### src/rtl/fe_capture_pkt.sv
// fe_capture_pkt: USB front-end capture engine packing rxvalid/status events into DATA/STAT/TIME packets.
// Optional FE_CAPTURE_DROP_COUNT_EN: O_drop_count counts dropped events; otherwise the port is tied to 0.
`ifndef FE_FIFO_CMD_DATA
`define FE_FIFO_CMD_DATA 2'd0
`endif
`ifndef FE_FIFO_CMD_STAT
`define FE_FIFO_CMD_STAT 2'd1
`endif
`ifndef FE_FIFO_CMD_TIME
`define FE_FIFO_CMD_TIME 2'd2
`endif
module fe_capture_pkt #(
    parameter int pDATA_WIDTH     = 8,
    parameter int pSTATUS_BITS    = 5,
    parameter int pTS_WIDTH       = 16,
    parameter int pSHORT_TS_WIDTH = 3,
    parameter int pQUEUE_DEPTH    = 8,
    parameter int pCOUNT_WIDTH    = 16
) (
    input  logic                    fe_clk,
    input  logic                    reset_i,
    input  logic [pDATA_WIDTH-1:0]  fe_data,
    input  logic                    fe_rxvalid,
    input  logic [pSTATUS_BITS-1:0] fe_status,
    input  logic                    I_arm,
    input  logic                    I_capture_enable,
    input  logic [pCOUNT_WIDTH-1:0] I_capture_len,
    input  logic                    I_continuous,
    input  logic                    I_timestamps_disable,
    input  logic                    I_ready,
    output logic                    O_valid,
    output logic [1:0]              O_command,
    output logic [pDATA_WIDTH-1:0]  O_data,
    output logic [pSTATUS_BITS-1:0] O_status,
    output logic [pTS_WIDTH-1:0]    O_time,
    output logic                    O_capturing,
    output logic                    O_overflow,
    output logic [15:0]             O_drop_count
);
    localparam int AW = $clog2(pQUEUE_DEPTH);
    localparam int EW = 2 + pDATA_WIDTH + pSTATUS_BITS + pTS_WIDTH;

    typedef enum logic [1:0] {S_IDLE, S_TIME, S_EVT} state_t;

    logic [2:0]              arm_q;
    logic [pCOUNT_WIDTH-1:0] len_meta_q, len_q;
    logic [1:0]              cont_q;
    logic [pSTATUS_BITS-1:0] status_prev_q, s1_status_q;
    logic                    s1_ev_q;
    logic [1:0]              s1_kind_q;
    logic [pDATA_WIDTH-1:0]  s1_data_q;
    logic                    ts_run_q, ts_run_d, roll;
    logic [pTS_WIDTH-1:0]    ts_q, ts_d;
    logic [AW:0]             wr_q, rd_q;
    logic [EW-1:0]           mem_q [pQUEUE_DEPTH];
    logic [pCOUNT_WIDTH-1:0] pkt_q, pkt_d;
    logic                    ovf_q, ovf_d;
    state_t                  state_q, state_d, eff;
    logic                    arm_edge, ev, capture_allowed, push_req, full, empty;
    logic                    hs, pop, do_push, drop, split;
    logic [EW-1:0]           entry;
    logic [1:0]              h_kind;
    logic [pDATA_WIDTH-1:0]  h_data;
    logic [pSTATUS_BITS-1:0] h_status;
    logic [pTS_WIDTH-1:0]    h_ts;

    assign arm_edge        = arm_q[1] & ~arm_q[2];
    assign ev              = fe_rxvalid | (fe_status != status_prev_q);
    assign capture_allowed = I_capture_enable & (cont_q[1] | (pkt_q < len_q)) & ~ovf_q;

    // Two-flop synchronisers for the quasi-static controls plus arm edge detect
    always_ff @(posedge fe_clk or posedge reset_i) begin
        if (reset_i) begin
            arm_q      <= '0;
            len_meta_q <= '0;
            len_q      <= '0;
            cont_q     <= '0;
        end else begin
            arm_q      <= {arm_q[1:0], I_arm};
            len_meta_q <= I_capture_len;
            len_q      <= len_meta_q;
            cont_q     <= {cont_q[0], I_continuous};
        end
    end

    // Stage-1 event capture; s1_data_q keeps the last received byte for non-DATA packets
    always_ff @(posedge fe_clk or posedge reset_i) begin
        if (reset_i) begin
            status_prev_q <= '0;
            s1_ev_q       <= 1'b0;
            s1_kind_q     <= `FE_FIFO_CMD_DATA;
            s1_data_q     <= '0;
            s1_status_q   <= '0;
        end else begin
            status_prev_q <= fe_status;
            s1_ev_q       <= ev;
            s1_kind_q     <= fe_rxvalid ? `FE_FIFO_CMD_DATA : `FE_FIFO_CMD_STAT;
            s1_data_q     <= fe_rxvalid ? fe_data : s1_data_q;
            s1_status_q   <= fe_status;
        end
    end

    // Timestamp counter: starts on the first enabled event, clears on each event or rollover
    always_comb begin
        roll     = ts_run_q & I_capture_enable & ~s1_ev_q & (&ts_q);
        ts_run_d = I_capture_enable & (ts_run_q | s1_ev_q);
        ts_d     = (~I_capture_enable | ~ts_run_q | s1_ev_q | roll) ? '0 : ts_q + pTS_WIDTH'(1);
    end

    // Timestamp counter state
    always_ff @(posedge fe_clk or posedge reset_i) begin
        if (reset_i) begin
            ts_run_q <= 1'b0;
            ts_q     <= '0;
        end else begin
            ts_run_q <= ts_run_d;
            ts_q     <= ts_d;
        end
    end

    assign push_req = capture_allowed & (s1_ev_q | (roll & ~I_timestamps_disable));
    assign entry    = {s1_ev_q ? s1_kind_q : `FE_FIFO_CMD_TIME, s1_data_q, s1_status_q, ts_q};
    assign full     = (wr_q - rd_q) == (AW+1)'(pQUEUE_DEPTH);
    assign empty    = wr_q == rd_q;
    assign {h_kind, h_data, h_status, h_ts} = mem_q[rd_q[AW-1:0]];
    assign split    = ~I_timestamps_disable & (h_kind != `FE_FIFO_CMD_TIME) & ((h_ts >> pSHORT_TS_WIDTH) != '0);
    assign eff      = empty ? S_IDLE : (state_q == S_IDLE) ? (split ? S_TIME : S_EVT) : state_q;
    assign hs       = ~empty & I_ready;
    assign pop      = hs & (eff == S_EVT);
    assign do_push  = push_req & (~full | pop) & ~arm_edge;
    assign drop     = push_req & full & ~pop & ~arm_edge;

    // Queue storage; contents beyond the pointers are never observed so no reset is needed
    always_ff @(posedge fe_clk) begin
        if (do_push) mem_q[wr_q[AW-1:0]] <= entry;
    end

    // Queue pointers; an arm edge flushes and takes priority over a coincident push
    always_ff @(posedge fe_clk or posedge reset_i) begin
        if (reset_i) begin
            wr_q <= '0;
            rd_q <= '0;
        end else if (arm_edge) begin
            wr_q <= '0;
            rd_q <= '0;
        end else begin
            wr_q <= wr_q + (AW+1)'(do_push);
            rd_q <= rd_q + (AW+1)'(pop);
        end
    end

    // Handshake counter (saturating) and sticky overflow, both cleared by arm
    always_comb begin
        pkt_d = arm_edge ? '0 : (hs & ~&pkt_q) ? pkt_q + pCOUNT_WIDTH'(1) : pkt_q;
        ovf_d = ~arm_edge & (ovf_q | drop);
    end

    // Counter and overflow state
    always_ff @(posedge fe_clk or posedge reset_i) begin
        if (reset_i) begin
            pkt_q <= '0;
            ovf_q <= 1'b0;
        end else begin
            pkt_q <= pkt_d;
            ovf_q <= ovf_d;
        end
    end

    // Output FSM state register
    always_ff @(posedge fe_clk or posedge reset_i) begin
        if (reset_i) state_q <= S_IDLE;
        else         state_q <= state_d;
    end

    // Next state: split heads go TIME then EVT; an EVT handshake pops and returns to idle
    always_comb begin
        state_d = (arm_edge | empty) ? S_IDLE : hs ? ((eff == S_TIME) ? S_EVT : S_IDLE) : eff;
    end

    // Packet outputs decoded from queue head and effective phase; zero when nothing is presented
    always_comb begin
        O_valid     = ~empty;
        O_command   = empty ? 2'd0 : (eff == S_TIME) ? `FE_FIFO_CMD_TIME : h_kind;
        O_data      = empty ? '0 : h_data;
        O_status    = empty ? '0 : h_status;
        O_time      = (empty | ((eff == S_EVT) & (split | I_timestamps_disable))) ? '0 : h_ts;
        O_capturing = capture_allowed;
        O_overflow  = ovf_q;
    end

`ifdef FE_CAPTURE_DROP_COUNT_EN
    logic [15:0] drop_q;

    // Saturating dropped-event counter, cleared on arm
    always_ff @(posedge fe_clk or posedge reset_i) begin
        if (reset_i)                drop_q <= '0;
        else if (arm_edge)          drop_q <= '0;
        else if (drop & ~&drop_q)   drop_q <= drop_q + 16'd1;
    end

    assign O_drop_count = drop_q;
`else
    assign O_drop_count = '0;
`endif

endmodule
### config.mk
export PLATFORM = sky130hd
export DESIGN_NAME = fe_capture_pkt
export DESIGN_NICKNAME = d
export VERILOG_FILES = /design/src/rtl/fe_capture_pkt.sv
export SDC_FILE = /design/constraint.sdc
export NUM_CORES = 1
export LEC_CHECK = 0
export ABC_CLOCK_PERIOD_IN_PS = 7590
export BUFFER_PORTS_ARGS = -buffer_cell sky130_fd_sc_hd__buf_2
export CORE_MARGIN = 10
export CORE_UTILIZATION = 30
export CTS_CLUSTER_DIAMETER = 40
export DETAILED_ROUTE_END_ITERATION = 16
export MAX_ROUTING_LAYER = met4
export PLACE_DENSITY_LB_ADDON = 0.1
export SYNTH_ARGS = -nofsm -noshare
export SYNTH_HDL_FRONTEND = slang
export SYNTH_SLANG_ARGS = --single-unit
export TNS_END_PERCENT = 20
### constraint.sdc
create_clock -name fe_clk -period 7.59 [get_ports fe_clk]
set_input_delay 1.1385 -clock fe_clk [delete_from_list [all_inputs] [get_ports fe_clk]]
set_output_delay 1.1385 -clock fe_clk [all_outputs]
set_load 0.01 [all_outputs]
==> results.sh, run 1 <==
export IMPL_antenna_found_initial=0
export IMPL_hold_path_class="flip-flop to flip-flop"
export IMPL_cts_made_buffers=53
export IMPL_cts_resized_gates=0
export IMPL_ys_ff_latch=344
export IMPL_ys_async_sr_fraction_pct=27.9
export IMPL_synthDistinctLibCells=51
export IMPL_final_nets=989
export IMPL_required_ns=6.45
export IMPL_boundaryPins=87
export IMPL_crit_chain="buf_4 > mux4_2 > mux2i_1 > nand4_1 > nor4_4 > o21ai_1 > buf_4 > a21oi_1 > buf_2"
export IMPL_finalSetupViolations=0
export IMPL_synth_xor_area_share_pct=2.53
export IMPL_diodes=0
export IMPL_clock_skew_ns=0.0383
export IMPL_seqCellArea_um2=9850
export IMPL_hold_buffers=0
export IMPL_synth_compound_area_share_pct=2.34
export IMPL_yosys_area_share_adder_pct=2.18
export IMPL_ys_seq_area_share_pct=71.5
export IMPL_final_layout_size_suffix_gt1_share_pct=28.3
export IMPL_drc=0
export IMPL_fill_cells=4308
export IMPL_rows=78
export IMPL_vias_per_cell=4.60
export IMPL_clk_pin_slew_ns=0.06
export IMPL_postCtsSetupBuffers=0
export IMPL_synth_edf_count=248
export IMPL_ant_nets=0
export IMPL_cts_sinks=344
export IMPL_area_delta_synth_final_pct=21.6
export IMPL_slowest_delay_ns=0.77
export IMPL_cpMostUsedCell="buf_4"
export IMPL_peakVddDrop_v=0.000206
export IMPL_p_seq_share_pct=38.2
export IMPL_arrival_ns=4.10
export IMPL_grt_pass1_vias=7826
export IMPL_status="finished, final reports clean"
export IMPL_switching_share_pct=29.5
export IMPL_totalWireLength_mm=32.0
export IMPL_cts_tree="done"
export IMPL_timing_setup_tns_ns=0
export IMPL_path_max_fanout=25
export IMPL_fin_crit_ns=5.24
export IMPL_cp_end_kind="output pin"
export IMPL_rsz0062_at_grt="no"
export IMPL_die_h_um=234
export IMPL_slew_viol_final=0
export IMPL_finalCoreUtilization_pct=36.9
export IMPL_synthFlopType="edfxtp_1"
export IMPL_synth_simple_area_share_pct=6.88
export IMPL_path_delay_family="buffers and inverters"
export IMPL_synth_mux_area_share_pct=12.0
export IMPL_die_area_um2=54900
export IMPL_tightest_slew_ns=1.15
export IMPL_core_um2=45400
export IMPL_multi_input_area_um2=3670
export IMPL_synth_cells=808
export IMPL_num_vias=7239
export IMPL_startpoint_type="flip-flop"
export IMPL_synth_cell_area_um2=13800
export IMPL_start_util_pct=30.3
export IMPL_critPathBufInv=3
export IMPL_htreeDepth=2
export IMPL_p_switching_mw=1.80
export IMPL_grt_overflow_total=0
export IMPL_p_int_mw=4.31
export IMPL_synth_top_family_by_area="multiplexers"
export IMPL_synth_area_per_cell_um2=17.0
export IMPL_finalHoldViolations=0
export IMPL_gp_congestion=0.749
export IMPL_p_per_area_nw_per_um2=365
export IMPL_dp_hpwl_mm=19.0
export IMPL_power_leakage_nw=6.28
export IMPL_min_period_over_period_pct=69.1
export IMPL_drv_cap=0
export IMPL_crit_type="flip-flop to output pin"
export IMPL_die_w_um=234
export IMPL_p_comb_share_pct=21.4
export IMPL_grt_usage_pct=12.2
export IMPL_ys_warn_count=0
export IMPL_grt_pass1_wl_mm=48.9
export IMPL_drtPass1Iterations=4
export IMPL_worst_slew_margin_rel_pct=23.0
export IMPL_grt_max_degree=51
export IMPL_clkPwrFrac_pct=40.4
export IMPL_cts_root_buffer="clkbuf_16"
export IMPL_wire_per_inst_um=20.4
export IMPL_slowest_stage="dfrtp_4"
export IMPL_clk_path_buf_depth=3
export IMPL_drt_iter0_markers=427
export IMPL_fmax_ghz=0.191
export IMPL_clk_latency_ns=0.60
export IMPL_io_buffers=70
==> metal layers <==
layer  vias up  GRT usage, %  share of wire (%)
met3        64          2.24                4.4
met4         0          5.04                2.7
met1      3720          15.3                 44
met5         -             -                  0
met2       161          19.4                 49
li1       3294             -                  -
==> placed cells by master (no fill, tap or decap), types with 7 or more instances in the layout <==
cell and count:
inv_1 27, o21ai_0 7, ha_1 24, nand4_1 9
conb_1 16, nor2_1 51, buf_4 22, dfrtp_1 94
buf_2 70, inv_6 13, edfxtp_1 248, and2_1 8
mux2i_1 15, xor2_1 15, clkinv_2 11, a21oi_1 21
clkbuf_16 54, nand2_1 52, nor3_1 11, mux4_2 62
xnor2_1 22, mux2_2 9, nand3_1 17
==> cells in the mapped netlist (all sizes together), types with 15 or more instances <==
cell    number  area, µm²
nand3       17       85.1
ha          24        300
mux4        62       1400
nor3        17       85.1
inv         28        105
mux2i       15        150
a21oi       21        105
nor2        51        191
dfrtp       96       2400
xor2        15        131
edfxtp     248       7450
nand2       52        195
buf         27        184
clkbuf      15       56.3
xnor2       22        193
==> power groups by stage <==
stage	logic [mW]	clock network, mW	registers, mW
after floorplan	0.916	0	2.28
after global placement	1.36	0	2.38
after detailed placement	1.35	0	2.38
after CTS	1.36	2.54	2.34
after global routing	1.44	2.63	2.36
final	1.31	2.47	2.33
==> registers in the layout (all words and copies together) (netlist names) <==
name         count
O_overflow       1
arm_q            3
cont_q           2
len_meta_q      16
len_q           16
mem_q          248
pkt_q           16
rd_q             4
s1_data_q        8
s1_ev_q          1
s1_kind_q        1
s1_status_q      5
state_q          2
ts_q            16
ts_run_q         1
wr_q             4
==> metrics by stage <==
step                      setup WS [ns]  hold WS [ns]  instances  instance area, µm²  power (mW)
after detailed placement           2.61         0.335       1473               14900        3.73
after global routing               1.97         0.346       1572               16700        6.43
final                              2.35         0.345       1572               16700        6.11
after CTS                          2.14         0.344       1572               16700        6.24
after global placement             2.74         0.333       1473               14900        3.73
after floorplan                    1.65         0.331        823               13800        3.20
==> area by class of cell <==
class,instances,share of cell area (%)
multi-input cells,408,22.0
inverters,29,0.665
clock inverters,40,2.65
well taps,600,4.48
clock buffers,59,8.30
flip-flops and latches,344,58.9
repair buffers,92,3.08
==> path summary, 6_finish.rpt <==
kind | start | to | slack (ns) | depth (start not counted)
min in group asynchronous | reset_i | s1_status_q[2]$_DFF_PP0_ | 0.67 | 2
worst min-delay path | len_meta_q[3]$_DFF_PP0_ | len_q[3]$_DFF_PP0_ | 0.34 | 0
worst max register to register | rd_q[1]$_DFF_PP0_ | mem_q[5][13]$_DFFE_PP_ | 2.83 | 10
worst max-delay path | rd_q[0]$_DFF_PP0_ | O_time[7] | 2.35 | 9
max in group asynchronous | reset_i | rd_q[0]$_DFF_PP0_ | 5.77 | 3
worst min register to register | len_meta_q[3]$_DFF_PP0_ | len_q[3]$_DFF_PP0_ | 0.34 | 0
==> kinds of logic after synthesis <==
family,Yosys count
buffers and inverters,71
multiplexers,86
XOR/XNOR,38
flip-flops,344
other,1
AO/OA/AOI/OAI,50
AND/OR/NAND/NOR,194
adder cells (fa/ha/maj),24
Power figures use the tool's default switching activity.
==> inputs of run 2 (changes only) <==
Settings changed: ABC_AREA from default to 1, ABC_CLOCK_PERIOD_IN_PS 7590 to 5400.
Clock period 7.59 ns to 5.4 ns, I/O delays scaled along.
==> results.sh, run 2 <==
export IMPL_final_cell_mix="edfxtp_1 (248), nand2_1 (209), nor2_1 (181), inv_1 (126), o21ai_0 (120)"
export IMPL_rsz0062_at_grt="no"
export IMPL_grt_overflow_total=0
export IMPL_cts_tree="done"
export IMPL_required_ns=4.59
export IMPL_vias_per_cell=4.54
export IMPL_path_delay_family="buffers and inverters"
export IMPL_fin_cells=2054
export IMPL_cp_end_kind="output pin"
export IMPL_crit_chain="inv_6 > buf_4 > o21ai_0 > o22ai_1 > nand2_1 > nand2_1 > a21oi_1 > nand3_2 > nand2_2 > o21ai_4 > buf_4 > nor2_2 > buf_2"
export IMPL_clk_pin_slew_ns=0.06
export IMPL_hold_buffers=0
export IMPL_drc=0
export IMPL_grt_pass1_wl_mm=57.6
export IMPL_cts_resized_gates=0
export IMPL_clock_skew_ns=0.0146
export IMPL_gp_congestion=0.746
export IMPL_synth_top_cell_by_area="edfxtp_1"
export IMPL_diodes=0
export IMPL_synthFlopType="edfxtp_1"
export IMPL_drt_iter0_markers=478
export IMPL_die_h_um=240
export IMPL_fin_area_um2=17400
export IMPL_crit_type="flip-flop to output pin"
export IMPL_htreeDepth=2
export IMPL_ys_async_sr_fraction_pct=27.9
export IMPL_drv_cap=0
export IMPL_slowest_delay_ns=0.56
export IMPL_hold_path_class="input port to flip-flop"
export IMPL_peakVddDrop_v=0.000218
export IMPL_fin_ws_ns=0.752
export IMPL_critPathBufInv=4
export IMPL_die_area_um2=57400
export IMPL_final_common_cell="edfxtp_1"
export IMPL_slowest_stage="inv_6"
export IMPL_ys_warn_count=0
export IMPL_arrival_ns=3.84
export IMPL_worst_slew_margin_rel_pct=45.2
export IMPL_clk_path_buf_depth=3
export IMPL_totalWireLength_mm=36.7
export IMPL_synth_cells=1295
export IMPL_cts_made_buffers=55
export IMPL_grt_max_degree=127
export IMPL_wire_per_inst_um=17.8
export IMPL_ant_nets=0
export IMPL_synthDistinctLibCells=40
export IMPL_placedCellCount=1951
export IMPL_finalCoreUtilization_pct=36.6
export IMPL_slew_viol_final=0
export IMPL_rows=80
export IMPL_synth_edf_count=248
export IMPL_tightest_slew_ns=0.821
export IMPL_path_max_fanout=96
export IMPL_postCtsSetupBuffers=0
export IMPL_core_um2=47600
export IMPL_cts_root_buffer="clkbuf_16"
export IMPL_synth_area_per_cell_um2=11.2
export IMPL_place_ws_ns=1.25
export IMPL_yosysMostFrequentCell="edfxtp_1"
export IMPL_startpoint_type="flip-flop"
export IMPL_timing_setup_tns_ns=0
export IMPL_fin_crit_ns=4.65
export IMPL_largest_register_ffs=248
export IMPL_drtPass1Iterations=4
export IMPL_dp_hpwl_mm=21.3
export IMPL_yosys_top_cells_area="edfxtp_1 (52%), dfrtp_1 (17%), nand2_1 (5.4%), nor2_1 (4.9%), o21ai_0 (4.2%)"
export IMPL_area_delta_synth_final_pct=20.6
export IMPL_grt_pass1_vias=9652
export IMPL_start_util_pct=30.3
export IMPL_clk_latency_ns=0.58
export IMPL_postPlaceCellArea_um2=15500
export IMPL_min_period_over_period_pct=86.1
export IMPL_final_nets=1454
export IMPL_synth_top_area_share_pct=51.5
export IMPL_p_per_area_nw_per_um2=514
export IMPL_synth_cell_area_um2=14500
export IMPL_synthTopCellsByCount="edfxtp_1 (248), nand2_1 (209), nor2_1 (189)"
export IMPL_cts_sinks=344
export IMPL_ys_seq_area_share_pct=68.1
export IMPL_antenna_found_initial=0
export IMPL_final_layout_size_suffix_gt1_share_pct=15.4
export IMPL_io_buffers=70
export IMPL_boundaryPins=87
export IMPL_fmax_ghz=0.215
export IMPL_num_vias=9328
export IMPL_grt_usage_pct=13.4
export IMPL_power_leakage_nw=7.08
export IMPL_status="finished, final reports clean"
export IMPL_ys_ff_latch=344
export IMPL_die_w_um=240
export IMPL_finalHoldViolations=0
export IMPL_finalSetupViolations=0
-- run 2: cell type report --
cell class / instances / area [µm²]
clock buffers: 66 / 1470
multi-input cells: 764 / 3780
inverters: 133 / 507
well taps: 615 / 769
clock inverters: 37 / 454
repair buffers: 95 / 601
fillers: 4729 / 30200
flip-flops and latches: 344 / 9850
-- run 2: through the flow --
step	power, mW	hold WS, ns
after floorplan	4.61	0.331
after global placement	5.46	0.334
after detailed placement	5.46	0.335
after CTS	9.15	0.290
after global routing	9.50	0.304
final	8.96	0.339
-- run 2: where the power goes --
group	total (mW)	internal (mW)	switching (mW)
logic	2.16	0.648	1.52
registers	3.16	3.08	0.0848
clock network	3.64	2.37	1.26
total	8.96	6.10	2.86
-- run 2: kinds of logic after synthesis --
| kind of cell | synth area share (%) |
|---|---|
| DFF | 68.1 |
| AOI/OAI and AO/OA | 8.21 |
| adders and majority gates | 2.08 |
| xor gates and xnor gates | 0.969 |
| and+or+nand+nor | 14.1 |
| other | 0.0259 |
| buffers and inverters | 6.51 |
-- run 2: path summary, 6_finish.rpt --
check,endpoint,cells past startpoint,from,slack [ns]
worst max-delay path,O_time[1],13,rd_q[0]$_DFF_PP0_,0.75
worst min-delay path,len_meta_q[4]$_DFF_PP0_,1,I_capture_len[4],0.34
worst max register to register,mem_q[6][25]$_DFFE_PP_,13,rd_q[0]$_DFF_PP0_,1.60
worst min register to register,len_q[9]$_DFF_PP0_,0,len_meta_q[9]$_DFF_PP0_,0.34
max in group asynchronous,len_q[9]$_DFF_PP0_,3,reset_i,3.96
min in group asynchronous,s1_data_q[2]$_DFFE_PP0P_,2,reset_i,0.40
-- run 2: metal layers --
metal  up-vias  part of all wire [%]  track usage [%]
li1       4583                     -                -
met1      4541                    46             16.6
met2       146                    48             21.9
met3        58                   3.4             2.34
met4         0                   2.4             4.57
met5         -                     0                -
-- run 2: worst reg2reg max path: stages, from the launching register on --
cell	delay, ns
dfrtp_4	0.51
inv_6	0.56
buf_4	0.44
o21ai_0	0.14
o22ai_1	0.12
nand2_1	0.07
nand2_1	0.11
a21oi_1	0.11
nand3_2	0.13
nand3_1	0.14
nand2_1	0.11
nand3_2	0.36
nor2_4	0.22
buf_4	0.42
==> inputs of run 3 (changes only) <==
Settings changed: RECOVER_POWER from default to 100.
==> results.sh, run 3 (synthesis results as in run 2) <==
export IMPL_slew_viol_final=99
export IMPL_p_total_mw=8.88
export IMPL_rrSetupSlack_ns=0.86
export IMPL_clk_pin_slew_ns=0.05
export IMPL_die_h_um=240
export IMPL_die_w_um=240
export IMPL_timing_setup_tns_ns=0
export IMPL_tightest_slew_ns=2.91
export IMPL_grt_max_degree=127
export IMPL_rsz0062_at_grt="no"
export IMPL_p_comb_share_pct=23.3
export IMPL_rows=80
export IMPL_hold_end="len_meta_q[4]$_DFF_PP0_"
export IMPL_fmax_ghz=0.206
export IMPL_boundaryPins=87
export IMPL_slowest_delay_ns=0.66
export IMPL_drv_cap=2
export IMPL_finalSetupViolations=0
export IMPL_path_delay_family="buffers and inverters"
export IMPL_final_nets=1454
export IMPL_cts_made_buffers=55
export IMPL_fin_crit_ns=4.85
export IMPL_arrival_ns=4.04
export IMPL_clkPwrFrac_pct=41.0
export IMPL_start_util_pct=30.3
export IMPL_grt_usage_pct=13.4
export IMPL_ant_nets=0
export IMPL_grt_overflow_total=0
export IMPL_hold_buffers=0
export IMPL_reg2reg_to="mem_q[5][5]$_DFFE_PP_"
export IMPL_die_area_um2=57400
export IMPL_switching_share_pct=32.1
export IMPL_final_cell_mix="edfxtp_1 (248), nand2_1 (210), nor2_1 (186), inv_1 (127), o21ai_0 (124)"
export IMPL_wire_per_inst_um=17.9
export IMPL_grt_pass1_wl_mm=57.6
export IMPL_crit_chain="inv_2 > buf_4 > ha_1 > nand2_1 > inv_1 > nand3_1 > clkbuf_1 > o21ai_0 > a31oi_1 > clkbuf_1"
export IMPL_path_max_fanout=26
export IMPL_final_layout_size_suffix_gt1_share_pct=11.8
export IMPL_startpoint_type="flip-flop"
export IMPL_violations="max-capacitance violations, max-slew violations"
export IMPL_final_common_cell="edfxtp_1"
export IMPL_cp_end_kind="output pin"
export IMPL_drtPass1Iterations=4
export IMPL_clk_latency_ns=0.58
export IMPL_num_vias=9339
export IMPL_antenna_found_initial=0
export IMPL_dp_hpwl_mm=21.3
export IMPL_p_seq_share_pct=35.7
export IMPL_crit_type="flip-flop to output pin"
export IMPL_io_buffers=70
export IMPL_drt_iter0_markers=469
export IMPL_drc=0
export IMPL_min_period_over_period_pct=89.9
export IMPL_finalCoreUtilization_pct=36.2
export IMPL_core_um2=47600
export IMPL_status="finished, violations left"
export IMPL_clock_skew_ns=0.0134
export IMPL_cts_resized_gates=0
export IMPL_vias_per_cell=4.54
export IMPL_power_leakage_nw=6.91
export IMPL_postCtsSetupBuffers=0
export IMPL_required_ns=4.59
export IMPL_p_switching_mw=2.85
export IMPL_clk_path_buf_depth=3
export IMPL_largest_register_ffs=248
export IMPL_hold_path_class="input port to flip-flop"
export IMPL_area_delta_synth_final_pct=19.2
export IMPL_htreeDepth=2
export IMPL_p_per_area_nw_per_um2=515
export IMPL_reg2reg_depth=13
export IMPL_cts_sinks=344
export IMPL_peakVddDrop_v=0.000218
export IMPL_finalHoldViolations=0
export IMPL_critPathBufInv=5
export IMPL_totalWireLength_mm=36.7
export IMPL_slowest_stage="clkbuf_1"
export IMPL_cts_root_buffer="clkbuf_16"
export IMPL_hold_depth=1
export IMPL_gp_congestion=0.746
export IMPL_p_int_mw=6.02
export IMPL_cpMostUsedCell="clkbuf_1"
export IMPL_r2r_start="rd_q[1]$_DFF_PP0_"
export IMPL_worst_slew_margin_rel_pct=-94.8
export IMPL_cts_tree="done"
export IMPL_grt_pass1_vias=9652
export IMPL_min_from="I_capture_len[4]"
## run 3: worst max path at each step
stage | startpoint | end | slack, ns | depth (start not counted)
floorplan | rd_q[1]$_DFF_PP0_ | mem_q[0][0]$_DFFE_PP_ | 1.51 | 14
global placement | rd_q[0]$_DFF_PP0_ | O_time[1] | 1.25 | 13
detailed placement | rd_q[0]$_DFF_PP0_ | O_time[1] | 1.25 | 13
CTS | rd_q[0]$_DFF_PP0_ | O_time[1] | 0.60 | 13
global route | rd_q[0]$_DFF_PP0_ | O_time[1] | 0.21 | 13
finish | rd_q[1]$_DFF_PP0_ | O_data[1] | 0.55 | 10
## run 3: per-layer routing
layer  GRT usage, %  routed length (µm)  vias to the layer above
met3           2.34                1260                       58
met5              -                   0                        -
met2           21.9               17700                      143
met1           16.6               16900                     4550
met4           4.57                 868                        0
li1               -                   -                     4588
## run 3: stage by stage
step	cells	setup slack (ns)	instance area, µm²	hold WS [ns]
2_1_floorplan	1310	1.51	14500	0.331
3_3_place_gp	1951	1.25	15500	0.334
3_5_place_dp	1951	1.25	15500	0.335
4_1_cts	2054	0.603	17400	0.290
5_1_grt	2054	0.214	17200	0.304
6_report	2055	0.545	17200	0.339
## run 3: cell type report
class / count / area [µm²]
Clock inverter: 37 / 454
Tap cell: 615 / 769
Fill cell: 4765 / 30400
Sequential cell: 344 / 9850
Inverter: 133 / 505
Clock buffer: 66 / 1470
Multi-Input combinational cell: 764 / 3710
Timing Repair Buffer: 95 / 472
Antenna cell: 1 / 2.50
## run 3: power groups by stage
stage / Clock, mW / Combinational (mW) / Sequential, mW
after floorplan: 0 / 1.42 / 3.19
after global placement: 0 / 2.25 / 3.21
after detailed placement: 0 / 2.25 / 3.21
after CTS: 3.73 / 2.25 / 3.16
after global routing: 3.86 / 2.36 / 3.19
final: 3.64 / 2.07 / 3.17
